**src/rtl/control_sequencer.sv**
```systemverilog
// Multi-cycle Moore control unit for the CPU datapath: fetch, decode and execute
// sequencing with one-hot register, bus, ALU and memory strobes.
module control_sequencer (
    input  logic        clk,
    input  logic        clr,
    input  logic        run,
    input  logic [31:0] IR,
    output logic        PCout,
    output logic        PCin,
    output logic        IncPC,
    output logic        MARin,
    output logic        Read,
    output logic        MDRin,
    output logic        MDRout,
    output logic        IRin,
    output logic        Yin,
    output logic        Zin,
    output logic        Zlowout,
    output logic        Zhighout,
    output logic        HIin,
    output logic        LOin,
    output logic [15:0] Rin,
    output logic [15:0] Rout,
    output logic [12:0] alu_op,
    output logic        illegal,
    output logic        halted
);

    typedef enum logic [3:0] {
        S_IDLE, S_T0, S_T1, S_T2, S_T3, S_T4, S_T5, S_T6, S_HALT
    } state_t;

    state_t state_q, state_d;

    logic [4:0]  opcode;
    logic [15:0] ra_oh, rb_oh, rc_oh;
    logic        is_bin, is_muldiv, is_unary, is_nop, is_halt, is_undef;
    logic [12:0] alu_sel;
    state_t      done_state;
    logic        unused_ir;

    assign opcode    = IR[31:27];
    assign ra_oh     = 16'h0001 << IR[26:23];
    assign rb_oh     = 16'h0001 << IR[22:19];
    assign rc_oh     = 16'h0001 << IR[18:15];
    assign unused_ir = ^IR[14:0];

    // IR is only meaningful from T3 on, once the datapath has captured it at the end of T2.
    always_comb begin
        is_bin    = 1'b0;
        is_muldiv = 1'b0;
        is_unary  = 1'b0;
        is_nop    = 1'b0;
        is_halt   = 1'b0;
        alu_sel   = 13'h0000;
        case (opcode)
            5'b00011: begin is_bin    = 1'b1; alu_sel = 13'h0001; end
            5'b00100: begin is_bin    = 1'b1; alu_sel = 13'h0002; end
            5'b00101: begin is_bin    = 1'b1; alu_sel = 13'h0004; end
            5'b00110: begin is_bin    = 1'b1; alu_sel = 13'h0008; end
            5'b00111: begin is_bin    = 1'b1; alu_sel = 13'h0010; end
            5'b01000: begin is_bin    = 1'b1; alu_sel = 13'h0020; end
            5'b01001: begin is_bin    = 1'b1; alu_sel = 13'h0040; end
            5'b01010: begin is_bin    = 1'b1; alu_sel = 13'h0080; end
            5'b01011: begin is_bin    = 1'b1; alu_sel = 13'h0100; end
            5'b01111: begin is_muldiv = 1'b1; alu_sel = 13'h0200; end
            5'b10000: begin is_muldiv = 1'b1; alu_sel = 13'h0400; end
            5'b10001: begin is_unary  = 1'b1; alu_sel = 13'h0800; end
            5'b10010: begin is_unary  = 1'b1; alu_sel = 13'h1000; end
            5'b11010: is_nop  = 1'b1;
            5'b11011: is_halt = 1'b1;
            default:  ;
        endcase
    end

    assign is_undef   = ~(is_bin | is_muldiv | is_unary | is_nop | is_halt);
    assign done_state = run ? S_T0 : S_IDLE;

    always_ff @(posedge clk) begin
        if (clr) state_q <= S_IDLE;
        else     state_q <= state_d;
    end

    always_comb begin
        state_d = state_q;
        case (state_q)
            S_IDLE: state_d = run ? S_T0 : S_IDLE;
            S_T0:   state_d = S_T1;
            S_T1:   state_d = S_T2;
            S_T2:   state_d = S_T3;
            S_T3: begin
                if (is_halt)                             state_d = S_HALT;
                else if (is_bin | is_muldiv | is_unary)  state_d = S_T4;
                else                                     state_d = done_state;
            end
            S_T4:   state_d = (is_bin | is_muldiv) ? S_T5 : done_state;
            S_T5:   state_d = is_muldiv ? S_T6 : done_state;
            S_T6:   state_d = done_state;
            S_HALT: state_d = S_HALT;
            default: state_d = S_IDLE;
        endcase
    end

    always_comb begin
        PCout    = 1'b0;
        PCin     = 1'b0;
        IncPC    = 1'b0;
        MARin    = 1'b0;
        Read     = 1'b0;
        MDRin    = 1'b0;
        MDRout   = 1'b0;
        IRin     = 1'b0;
        Yin      = 1'b0;
        Zin      = 1'b0;
        Zlowout  = 1'b0;
        Zhighout = 1'b0;
        HIin     = 1'b0;
        LOin     = 1'b0;
        Rin      = 16'h0000;
        Rout     = 16'h0000;
        alu_op   = 13'h0000;
        illegal  = 1'b0;
        halted   = 1'b0;
        case (state_q)
            S_T0: begin
                PCout = 1'b1; MARin = 1'b1; IncPC = 1'b1; Zin = 1'b1;
            end
            S_T1: begin
                Zlowout = 1'b1; PCin = 1'b1; Read = 1'b1; MDRin = 1'b1;
            end
            S_T2: begin
                MDRout = 1'b1; IRin = 1'b1;
            end
            S_T3: begin
                if (is_bin) begin
                    Rout = rb_oh; Yin = 1'b1;
                end else if (is_muldiv) begin
                    Rout = ra_oh; Yin = 1'b1;
                end else if (is_unary) begin
                    Rout = rb_oh; alu_op = alu_sel; Zin = 1'b1;
                end else if (is_undef) begin
                    illegal = 1'b1;
                end
            end
            S_T4: begin
                if (is_bin) begin
                    Rout = rc_oh; alu_op = alu_sel; Zin = 1'b1;
                end else if (is_muldiv) begin
                    Rout = rb_oh; alu_op = alu_sel; Zin = 1'b1;
                end else if (is_unary) begin
                    Zlowout = 1'b1; Rin = ra_oh;
                end
            end
            S_T5: begin
                if (is_bin) begin
                    Zlowout = 1'b1; Rin = ra_oh;
                end else if (is_muldiv) begin
                    Zlowout = 1'b1; LOin = 1'b1;
                end
            end
            S_T6: begin
                Zhighout = 1'b1; HIin = 1'b1;
            end
            S_HALT: halted = 1'b1;
            default: ;
        endcase
    end

endmodule
```
**config.mk**
```make
export PLATFORM = sky130hd
export DESIGN_NAME = control_sequencer
export DESIGN_NICKNAME = d
export VERILOG_FILES = /design/src/rtl/control_sequencer.sv
export SDC_FILE = /design/constraint.sdc
export NUM_CORES = 1
export LEC_CHECK = 0
export ABC_CLOCK_PERIOD_IN_PS = 5780
export CORE_UTILIZATION = 39
export DETAILED_ROUTE_END_ITERATION = 6
export PLACE_DENSITY_LB_ADDON = 0.1
export SYNTH_ARGS = -nofsm -noshare
export SYNTH_HDL_FRONTEND = slang
export SYNTH_SLANG_ARGS = --single-unit
```
**constraint.sdc**
```tcl
create_clock -name clk -period 5.78 [get_ports clk]
set_clock_uncertainty 0.15 [all_clocks]
set_input_delay 1.156 -clock clk [delete_from_list [all_inputs] [get_ports clk]]
set_output_delay 1.156 -clock clk [all_outputs]
set_load 0.05 [all_outputs]
```
Word level (Yosys, flattened, before mapping)
Cells that the tools add are included.
{"block": "classes", "eq_ne": 23, "shifts": 3, "mux": 49, "bitwise_logic": 4, "reduce_logical": 5}
{"operator": "one-hot mux 13 bit (13 select lines)", "count": 1}
{"operator": "2-to-1 mux 16 bit", "count": 9}
{"operator": "2-to-1 mux 13 bit", "count": 5}
{"operator": "one-hot mux 16 bit (2 select lines)", "count": 2}
{"operator": "left shift 1 x 4 -> 16 bit, first input constant", "count": 3}
{"operator": "one-hot mux 4 bit (8 select lines)", "count": 1}
{"operator": "one-hot mux 13 bit (2 select lines)", "count": 1}
{"operator": "== test 5 x 4 -> 1 bit, second input constant", "count": 5}
{"operator": "== test 5 bit, second input constant", "count": 5}
{"operator": "2-to-1 mux 1 bit", "count": 24}
{"operator": "== test 5 x 3 -> 1 bit, second input constant", "count": 4}
{"operator": "== test 4 x 3 -> 1 bit, second input constant", "count": 4}
{"operator": "2-to-1 mux 3 bit", "count": 3}
{"operator": "OR reduction 9 bit", "count": 1}
{"operator": "== test 4 x 2 -> 1 bit, second input constant", "count": 2}
{"operator": "one-hot mux 1 bit (3 select lines)", "count": 2}
{"operator": "OR reduction 2 bit", "count": 3}
{"operator": "== test 5 x 2 -> 1 bit, second input constant", "count": 1}
{"operator": "== test 4 x 1 -> 1 bit, second input constant", "count": 1}
{"operator": "== test 4 bit, second input constant", "count": 1}
{"operator": "logical NOT 4 bit", "count": 1}
{"operator": "2-to-1 mux 4 bit", "count": 1}
{"operator": "bitwise OR 1 bit", "count": 4}
{"block": "totals", "regBits": 4, "inputBits": 35, "output_inout_bits": 61}

Logic depth before layout (Yosys ltp)
{"block": "logic_depth", "word_depth": 12, "ltp_mapped": 8, "mapped_depth_nobuf": 5}

Worst setup path after synthesis
Ideal clock, no wire load.
{"block": "synth_path", "path_type": "input port to output port", "startpoint": "input port IR[30]", "endpoint": "output port Rout[0]", "arrival_time_ps": 3661, "required_time_ps": 4474, "setup_slack_ps": 813, "cell_stages": 6, "n_path_buf": 1, "path_cell_list": "buf_2 > nor3b_4 > a32oi_4 > nor3_4 > a31oi_4 > o41ai_1"}
{"block": "synth_between", "elab_chain_cells": 7, "elab_cells_between_ends": 25}
{"item": "from (decl)", "line": "7", "rtl": "input logic [31:0] IR,"}
{"item": "== test 5 bit", "line": "56", "rtl": "case (opcode)"}
{"item": "OR reduction 2 bit (no source line)"}
{"item": "2-to-1 mux 1 bit", "line": "56"}
{"item": "2-to-1 mux 16 bit", "line": "139", "rtl": "end else if (is_unary) begin"}
{"item": "2-to-1 mux 16 bit", "line": "137", "rtl": "end else if (is_muldiv) begin"}
{"item": "2-to-1 mux 16 bit", "line": "135", "rtl": "if (is_bin) begin"}
{"item": "one-hot mux 16 bit (2 select lines) (*)", "line": "124", "rtl": "case (state_q)"}
{"item": "to (decl)", "line": "23", "rtl": "output logic [15:0] Rout,"}
Every way passes the cells marked *; elsewhere a longest branch is shown, timed or not.

Worst setup path in the final report
{"block": "layout_path", "startpoint": "input port IR[29]", "endpoint": "output port Rout[4]"}
The elaborated chain is that of the path after synthesis.

==> qor.yml <==
floorplanning:
  die_area_sq_um: 3824
  die_h_um: 61.84
  row_count: 21
  core_sq_um: 3390
  floorplan.initialDensity: 0.4120
  ios: 96
  die_w_um: 61.84
finish:
  final_layout_size_suffix_gt1_frac: 0.1391
  nets: 303
  n_antenna_cell: 0
  regArea_sq_um: 80.08
  top_register: "state_q"
  fillers: 306
  fin_util: 0.6349
  reg.largest.list: "state_q x4"
  multi_input_comb_area_sq_um: 1151
  syn2layout_area_growth_pct: 54.12
  largest_reg_flops: 4
logic_synthesis:
  synth_cells: 201
  synth_xor_area_frac: 0
  synth_compound_area_frac: 0.3190
  synth.ff_latch_count: 4
  synth_cell_type_count: 48
  synth_edf_count: 0
  synthFlopType: "dfxtp_1"
  synth_nets: 236
  synth.area.top_cells: "nor3_2 10%, nand2b_1 7.2%, a22oi_1 6.5%, o31ai_1 6.5%, dfxtp_1 5.7%"
  synthSimpleGateAreaFrac: 0.5054
  synth_top_family_by_area: "simple AND/OR/NAND/NOR gates"
  synth.area.mux_share: 0
  yosysMostFrequentCell: "nor2_1"
  yosys.area_share.adder: 0
  netlist.area_leader.share: 0.1004
  syn_area_sq_um: 1396
  synth.avg_cell_area_sq_um: 6.947
  seq_area_frac_synth: 0.05735
  synth.cells.most_frequent: "19 x nor2_1, 16 x nand2b_1, 15 x nand2_1, 14 x nor3_2, 13 x nor3_1"
  synth_async_sr_flop_share: 0
  synth_area_leader_cell: "nor3_2"
  yosysWarnings: 0
place:
  dp_slack_ns: 0.4644
  gp_congestion: 0.7951
  hpwlAfterDp_um: 3222
  port_buffers: 80
timing:
  grt_setup_unrepaired: "no"
  worst_slack_ns: 0.4577
  drv_slew: 0
  setup_viol: 0
  max_slew_margin: 0.5892
  hold_viol: 0
  hold_slack_ns: 0.5622
  fin_setup_tns_ns: 0
  finalCriticalPeriod_ns: 5.322
  clock.fmax_mhz: 187.9
  tightest_slew_ns: 0.6105
  period_share: 0.9208
grt:
  grt_first_pass_wirelength_um: 6134
  grt.total_usage: 0.2036
  grt_remaining_overflow: 0
  grt_max_degree: 17
  grt_antenna_before_repair: 0
  first_global_vias: 1441
worst_setup_path:
  required_ns: 4.47
  critPathKind: "input pin to primary output"
  r2r_cells: 4
  r2r_setup_slack_ns: 4.06
  critPathArrivalTime_ns: 4.02
  r2r_end: "state_q[2]$_SDFF_PP0_"
  cp_max_fo: 16
  cp-end-kind: "primary output"
  r2r-start: "state_q[2]$_SDFF_PP0_"
  start_kind: "input pin"
  crit_start: "IR[29]"
clock_network:
  cts_root_buf: "clkbuf_4"
  clk_pin_slew_ns: 0.04
  cts_max_level: 1
  clock-sinks: 4
  numCtsBuffers: 3
  ctsHoldBuffers: 0
  tritoncts: "done"
  postCtsSetupBuffers: 0
  cts_max_path_buffers: 2
  ctsResizeCount: 0
  worstSkewPairLatency_ns: 0.23
power_and_ir_drop:
  p_per_area_nw_per_um2: 88.86
  power_uw: 191.2
  leakagePower_nw: 0.6722
  ir_worst_vdd_mv: 0.03698
detailed_routing:
  vias: 1732
  drt-pass1-iter-count: 4
  antenna_left: 0
  drt_first_iter_violations: 78
  wirelength_um: 4038
  wl_per_cell_um: 12.94
  via_per_inst: 5.551
  drc_errors: 0
worst_hold_path:
  hold_class: "flop to flop"
  min-delay-start: "state_q[3]$_SDFF_PP0_"
  hold_end: "state_q[3]$_SDFF_PP0_"
  hold_path_depth: 3
status:
  status: "completed"
job:
  cap_violations: 0
final cells by class:
cell class                 count  share of cell area
multi-input combinational    169              0.5349
timing repair buffer          84              0.3802
sequential                     4             0.03721
tap                           46             0.02674
clock buffer                   3             0.01047
inverter                       6             0.01047
worst max-delay path, cell delays in order:
cell and delay, ns:
clkdlybuf4s50_1 0.72, nor2b_4 0.32, a32oi_4 0.22, nor3_4 0.21, a31oi_4 0.11, o41ai_1 0.40
clkdlybuf4s50_1 0.87
per-layer routing:
layer / global-route usage / part of all wire / vias to the layer above
li1: - / - / 896
met1: 0.2831 / 0.50 / 770
met2: 0.3518 / 0.45 / 66
met3: 0.01449 / 0.055 / 0
met4: 0.02857 / 0 / 0
met5: 0 / 0 / -
worst max-delay path by stage:
stage               to  slack, ns  cells after the start
2_1_floorplan  Rout[0]       0.81                      6
3_3_place_gp   Rout[4]       0.46                      7
3_5_place_dp   Rout[0]       0.46                      7
4_1_cts        Rout[0]       0.45                      7
5_1_grt        Rout[8]       0.26                      7
6_report       Rout[4]       0.46                      7
cell families (layout without fill, tap and decap cells):
logic type	after synthesis	count (layout)
DFF	4	4
buffers and inverters	28	93
and+or+nand+nor	112	112
AOI/OAI and AO/OA	57	57
report_power, final:
part           internal, mW  leakage (nW)  switching, mW
logic                0.0446         0.626         0.0772
registers            0.0300        0.0328        0.00589
clock network        0.0232        0.0138         0.0104
total                0.0978         0.672         0.0935
per-stage QoR:
stage	instance area (sq um)	std cells
floorplan	1396	201
global placement	2130	309
detailed placement	2130	309
CTS	2152	312
global route	2152	312
finish	2152	312
layout by cell type (no fill, tap or decap), drive strengths merged:
cell           Yosys  layout
a22oi             12      12
or2                2       2
a31o               1       1
nor2b              4       4
a32oi              5       5
nand3b             2       2
o41ai              3       3
a211o              1       1
nand3              2       2
and3               1       1
and4               1       1
clkdlybuf4s50      0      75
a21oi              5       5
nand2b            16      16
clkbuf             6       3
nor2              19      19
and2               2       2
a31oi              5       5
nor4bb             1       1
o31ai             13      13
o21ai              6       6
inv                6       6
nor3b              4       4
dfxtp              4       4
nand4              1       1
o211ai             1       1
or4                2       2
a21bo              1       1
a21o               2       2
nor3              28      28
o22ai              2       2
buf               16       9
nand2             15      15
or2b               2       2
or3                3       3
nor4b              1       1
nor4               6       6
(Power assumes the default switching activity.)
